<file path="config.mk">
export PLATFORM = sky130hd
export DESIGN_NAME = mem_stage
export DESIGN_NICKNAME = d
export VERILOG_FILES = /design/src/rtl/pipe_pkg.sv /design/src/rtl/load_align.sv /design/src/rtl/mem_stage.sv
export SDC_FILE = /design/constraint.sdc
export NUM_CORES = 1
export LEC_CHECK = 0
export BUFFER_PORTS_ARGS = -buffer_cell sky130_fd_sc_hd__buf_2
export CAP_MARGIN = 20
export CELL_PAD_IN_SITES_DETAIL_PLACEMENT = 0
export CELL_PAD_IN_SITES_GLOBAL_PLACEMENT = 1
export CORE_MARGIN = 2
export CORE_UTILIZATION = 32
export CTS_BUF_LIST = sky130_fd_sc_hd__clkbuf_16
export CTS_CLUSTER_DIAMETER = 150
export DETAILED_ROUTE_END_ITERATION = 10
export PLACE_DENSITY = 0.93
export SLEW_MARGIN = 10
export SYNTH_ARGS = -nofsm -noshare
export SYNTH_HDL_FRONTEND = slang
export SYNTH_SLANG_ARGS = --single-unit
</file>
<file path="constraint.sdc">
create_clock -name clk -period 2.1 [get_ports clk]
set_clock_uncertainty 0.1 [all_clocks]
set_input_delay 0.42 -clock clk [delete_from_list [all_inputs] [get_ports clk]]
set_output_delay 0.42 -clock clk [all_outputs]
set_load 0.05 [all_outputs]
</file>
<file path="src/rtl/pipe_pkg.sv">
// Shared pipeline definitions: memory opcode ranges and the memory-stage FSM states.
package pipe_pkg;

   localparam logic [4:0] OP_MEM_W_LO = 5'd3;
   localparam logic [4:0] OP_MEM_W_HI = 5'd5;
   localparam logic [4:0] OP_MEM_D_LO = 5'd6;
   localparam logic [4:0] OP_MEM_D_HI = 5'd8;
   localparam logic [4:0] OP_MEM_B_LO = 5'd9;
   localparam logic [4:0] OP_MEM_B_HI = 5'd11;

   typedef enum logic [1:0] {
      RUN,
      WAIT,
      HALTED
   } stage_state_t;

   function automatic logic in_range(input logic [4:0] op, input logic [4:0] lo,
                                     input logic [4:0] hi);
      return (op >= lo) && (op <= hi);
   endfunction

endpackage

</file>
<file path="src/rtl/load_align.sv">
// Load data aligner: selects the addressed word, halfword or byte and zero-extends it.
module load_align
   import pipe_pkg::*;
(
   input  logic [4:0]  opcode,
   input  logic [1:0]  addr_lo,
   input  logic [31:0] rdata,
   output logic [31:0] data
);

   // NOTE: assigning a default first on every path keeps always_comb free of inferred latches.
   always_comb begin
      data = rdata;
      if (in_range(opcode, OP_MEM_D_LO, OP_MEM_D_HI)) begin
         data = {16'h0000, rdata[16*addr_lo[1] +: 16]};
      end else if (in_range(opcode, OP_MEM_B_LO, OP_MEM_B_HI)) begin
         data = {24'h000000, rdata[8*addr_lo +: 8]};
      end
   end

endmodule

</file>
<file path="src/rtl/mem_stage.sv">
// Memory pipeline stage: waits on the data-memory handshake, aligns loads, registers toward writeback.
// Optional misaligned-access detection is enabled by defining MEM_STAGE_MISALIGN_CHECK_EN.
module mem_stage
   import pipe_pkg::*;
#(
   parameter int TIMEOUT_CYCLES = 255,
   parameter int CNT_W          = 8
) (
   input  logic        clk,
   input  logic        rst_n,
   input  logic        bubble_in,
   input  logic        halt_in,
   input  logic [4:0]  opcode,
   input  logic [4:0]  tgt_1,
   input  logic [4:0]  tgt_2,
   input  logic [31:0] result_1,
   input  logic [31:0] result_2,
   input  logic [31:0] addr,
   input  logic        is_load,
   input  logic        is_store,
   input  logic [31:0] mem_rdata,
   input  logic        mem_ready,
   output logic        stall_out,
   output logic [4:0]  fwd_tgt_1,
   output logic [4:0]  fwd_tgt_2,
   output logic [31:0] fwd_result_1,
   output logic [31:0] fwd_result_2,
   output logic        fwd_is_load,
   output logic [31:0] wb_result_1,
   output logic [31:0] wb_result_2,
   output logic [4:0]  wb_tgt_1,
   output logic [4:0]  wb_tgt_2,
   output logic        wb_bubble,
   output logic        wb_halt,
`ifdef MEM_STAGE_MISALIGN_CHECK_EN
   output logic        misalign_out,
`endif
   output logic        bus_err
);

   stage_state_t     state, state_nx;
   logic [CNT_W-1:0] cnt, cnt_nx;
   logic [31:0]      load_data;
   logic             active, misaligned, capture, retire, set_err;
   logic             unused_addr;

   assign unused_addr = ^addr[31:2];

   load_align u_align (
      .opcode  (opcode),
      .addr_lo (addr[1:0]),
      .rdata   (mem_rdata),
      .data    (load_data)
   );

   assign active = !bubble_in && (is_load || is_store);

`ifdef MEM_STAGE_MISALIGN_CHECK_EN
   assign misaligned = active &&
      ((in_range(opcode, OP_MEM_W_LO, OP_MEM_W_HI) && (addr[1:0] != 2'b00)) ||
       (in_range(opcode, OP_MEM_D_LO, OP_MEM_D_HI) && addr[0]));
`else
   assign misaligned = 1'b0;
`endif

   assign fwd_tgt_1    = bubble_in ? 5'd0 : tgt_1;
   assign fwd_tgt_2    = bubble_in ? 5'd0 : tgt_2;
   assign fwd_result_1 = result_1;
   assign fwd_result_2 = result_2;
   assign fwd_is_load  = is_load && !bubble_in;

   // capture: slot goes to writeback; retire: writeback sees a bubble instead.
   always_comb begin
      state_nx  = state;
      cnt_nx    = cnt;
      stall_out = 1'b0;
      capture   = 1'b0;
      retire    = 1'b0;
      set_err   = 1'b0;
      case (state)
         RUN: begin
            if (misaligned) begin
               retire = 1'b1;
            end else if (active && !mem_ready) begin
               stall_out = 1'b1;
               retire    = 1'b1;
               state_nx  = WAIT;
               cnt_nx    = CNT_W'(1);
            end else begin
               capture = 1'b1;
               if (halt_in && !bubble_in) state_nx = HALTED;
            end
         end
         WAIT: begin
            if (mem_ready) begin
               capture  = 1'b1;
               cnt_nx   = '0;
               state_nx = (halt_in && !bubble_in) ? HALTED : RUN;
            end else if (cnt == CNT_W'(TIMEOUT_CYCLES)) begin
               retire   = 1'b1;
               set_err  = 1'b1;
               cnt_nx   = '0;
               state_nx = RUN;
            end else begin
               stall_out = 1'b1;
               if (cnt != '1) cnt_nx = cnt + 1'b1;
            end
         end
         HALTED: ;
         default: state_nx = RUN;
      endcase
   end

   // NOTE: sequential state uses non-blocking assignments so every register samples pre-edge values.
   always_ff @(posedge clk or negedge rst_n) begin
      if (!rst_n) begin
         state   <= RUN;
         cnt     <= '0;
         bus_err <= 1'b0;
      end else begin
         state <= state_nx;
         cnt   <= cnt_nx;
         if (set_err) bus_err <= 1'b1;
      end
   end

   always_ff @(posedge clk or negedge rst_n) begin
      if (!rst_n) begin
         wb_result_1 <= '0;
         wb_result_2 <= '0;
         wb_tgt_1    <= '0;
         wb_tgt_2    <= '0;
         wb_bubble   <= 1'b1;
         wb_halt     <= 1'b0;
      end else if (capture) begin
         wb_result_1 <= is_load ? load_data : result_1;
         wb_result_2 <= result_2;
         wb_tgt_1    <= bubble_in ? 5'd0 : tgt_1;
         wb_tgt_2    <= bubble_in ? 5'd0 : tgt_2;
         wb_bubble   <= bubble_in;
         wb_halt     <= halt_in && !bubble_in;
      end else if (retire) begin
         wb_tgt_1  <= '0;
         wb_tgt_2  <= '0;
         wb_bubble <= 1'b1;
      end
   end

`ifdef MEM_STAGE_MISALIGN_CHECK_EN
   always_ff @(posedge clk or negedge rst_n) begin
      if (!rst_n) misalign_out <= 1'b0;
      else        misalign_out <= (state == RUN) && misaligned;
   end
`endif

endmodule

</file>
==> metrics.yaml <==
io_pins: 303
cts-htree-levels: 3
slew_headroom_pct: 43.27
antenna_found_initial: 1
coreArea_sq_um: 15200
antenna_left: 0
gr-total-overflow: 0
cpPeakStageDelay_ns: 0.37
cts.path.max_buffers: 2
syn_nets: 600
cts-buffers-inserted: 9
yosys.cell_types.count: 49
cp_slowest_cell: "dfrtp_1"
ys_ff_latch: 87
cts_root_buffer: "clkbuf_16"
finalHoldViolations: 0
rrSetupSlack_ns: 0.16
cp-start-kind: "flip-flop"
cp_max_fo: 3
vias: 4518
place_hpwl_mm: 12.83
period_needed_ns: 2.217
netlist_area_sq_um: 4985
max_freq_mhz: 451.1
critPathKind: "flip-flop to primary output"
min_from: "result_2[4]"
gr-usage-all-layers_pct: 19.80
grt_pass1_vias: 4480
finalCritPeriodShare_pct: 105.6
regArea_sq_um: 2178
synth-warning-count: 0
fin_setup_tns_ns: -0.1166
dpl_cell_area_sq_um: 6248
die_w_microns: 128.8
routed_wl_mm: 16.55
fill_cells: 1504
layout_commonest_cell: "buf_2"
synth_cells: 449
timing.rr.start: "cnt[1]"
clk_pin_slew_worst_paths_ns: 0.07
wl_per_cell_microns: 19.15
syn_area_per_cell_sq_um: 11.10
r2r_end: "cnt[7]"
start_util_pct: 32.79
diodes: 0
hold_end: "wb_result_2[4]"
tightest_slew_ns: 0.8509
r2r_cells: 8
row_count: 45
grt_pass1_wl_mm: 24.85
fin_nets: 822
area_growth_pct: 32.45
die_area_sq_um: 16590
first_iter_violations: 286
firstDrtPassIters: 4
post-place-ws_ns: -0.1287
worstSkewPairLatency_ns: 0.34
p_per_area_nw_per_um2: 1576
ys_seq_area_share_pct: 43.70
cts.sinks: 87
cts_tree: "built"
critPathRequiredTime_ns: 1.58
setup_viol: 1
most-common-layout-cells: "270 x buf_2, 86 x dfrtp_1, 45 x mux2_2"
worstPathArrival_ns: 1.70
leakage_nw: 3.196
cap_viol_max_count: 0
layout-drive-gt1-share_pct: 58.73
endpoint_kind: "primary output"
hp-class: "input pin to flip-flop"
finalWorstSetupSlack_ns: -0.1166
whs_ns: 0.2139
die_y_microns: 128.8
portBuffers: 272
drc_errors: 0
rsz0062_at_grt: "yes"
gp_congestion: 0.8605
crit_chain: "ha_2 -> and3_4 -> nand4_1 -> a21oi_2 -> nor3_4 -> buf_6"
slew_viol_final: 0
vdd_drop_max_mv: 0.8519
hold_depth: 2
violations: "setup timing"
viasPerCell: 5.229
status: "finished, violations left"
grt_max_degree: 33
multiInputGateArea_sq_um: 2208
design_area_sq_um: 6603
metal layers:
metal  GRT usage (%)  routed length (microns)
met5               0                       19
met4           9.655                      561
met3           4.033                     1154
met2           32.09                     8072
met1           25.34                     6740
stage by stage:
step                      cells  power (mW)  util, %
after floorplan             449       7.293        -
after global placement      844       8.740    41.10
after detailed placement    844       8.805    41.10
after CTS                   865       10.48    43.38
after global routing        864       10.90    43.43
final                       864       10.40    43.43
registers in the layout (all words and copies together) (netlist names):
name         cells
wb_halt          1
state            2
wb_tgt_2         5
wb_tgt_1         5
wb_result_1     32
cnt              8
wb_bubble        1
wb_result_2     32
bus_err          1
worst max-delay path: cells and delay by family (launching register included):
| family | cells | cell delay (ns) |
|---|---|---|
| buf+inv | 1 | 0.15 |
| simple gates | 3 | 0.39 |
| flops | 1 | 0.37 |
| fa+ha+maj | 1 | 0.18 |
| compound gates | 1 | 0.25 |
what timing repair did:
| action | CTS | global route |
|---|---|---|
| gates resized for setup | 4 | 3 |
| gates cloned | 0 | 0 |
| setup endpoints to repair | 1 | 5 |
| pin swaps | 0 | 1 |
| endpoints found under the hold margin | 28 | 0 |
| buffers inserted | 4 | 1 |
| hold buffers | 1 | 0 |
cell families after synthesis:
| logic type | synth area share (%) |
|---|---|
| flops | 43.70 |
| buf+inv | 12.85 |
| mux | 17.02 |
| compound gates | 17.70 |
| fa+ha+maj | 0.2510 |
| simple gates | 8.484 |
synth_stat cells, drive strengths merged:
cell type,n,area [sq um]
mux4,8,180.2
or4,3,22.52
dfstp,1,26.28
or2,1,6.260
o21ba,1,10.01
a21oi,35,182.7
ha,1,12.51
nand3b,1,7.510
clkinv,2,7.510
and3,9,56.30
a22o,10,87.58
or3,2,12.51
a32o,16,160.2
inv,3,11.26
a21o,2,22.52
buf,77,558.0
o31ai,5,37.54
o21a,1,7.510
dfrtp,86,2152
nor3,5,25.02
nand4,1,6.260
and2,1,6.260
mux2,56,668.1
o32a,1,10.01
nand2,7,26.28
o21bai,2,15.01
nand3,11,55.05
a211oi,25,187.7
o21ai,17,85.08
clkbuf,17,63.81
or4b,1,13.76
nor3b,2,20.02
a41oi,1,8.760
nor4,8,50.05
a21boi,1,7.510
a21bo,1,10.01
o22ai,8,50.05
or3b,1,8.760
nor2,5,18.77
nor2b,14,87.58
report_power, final:
part	leakage, nW	internal [mW]	switching (mW)
Combinational	2.00	1.69	4.24
Sequential	1.05	2.44	0.422
Clock	0.144	0.916	0.700
how the worst max path moves through the flow:
stage,endpoint,slack (ns),from,depth (start not counted)
global route,stall_out,-0.22,cnt[1],6
finish,stall_out,-0.12,cnt[1],6
detailed placement,wb_result_1[22],-0.13,is_load,5
global placement,wb_result_1[22],-0.11,is_load,5
CTS,stall_out,-0.15,cnt[1],6
floorplan,wb_result_1[20],0.06,opcode[1],5
layout make-up:
class / count / share of cell area, %
multi-input combinational: 263 / 33.45
sequential: 87 / 32.99
timing repair buffer: 305 / 25.30
tap: 188 / 3.563
clock buffer: 9 / 3.411
clock inverter: 7 / 1.004
inverter: 5 / 0.2843
No activity file was read; power rests on OpenSTA's default activity.
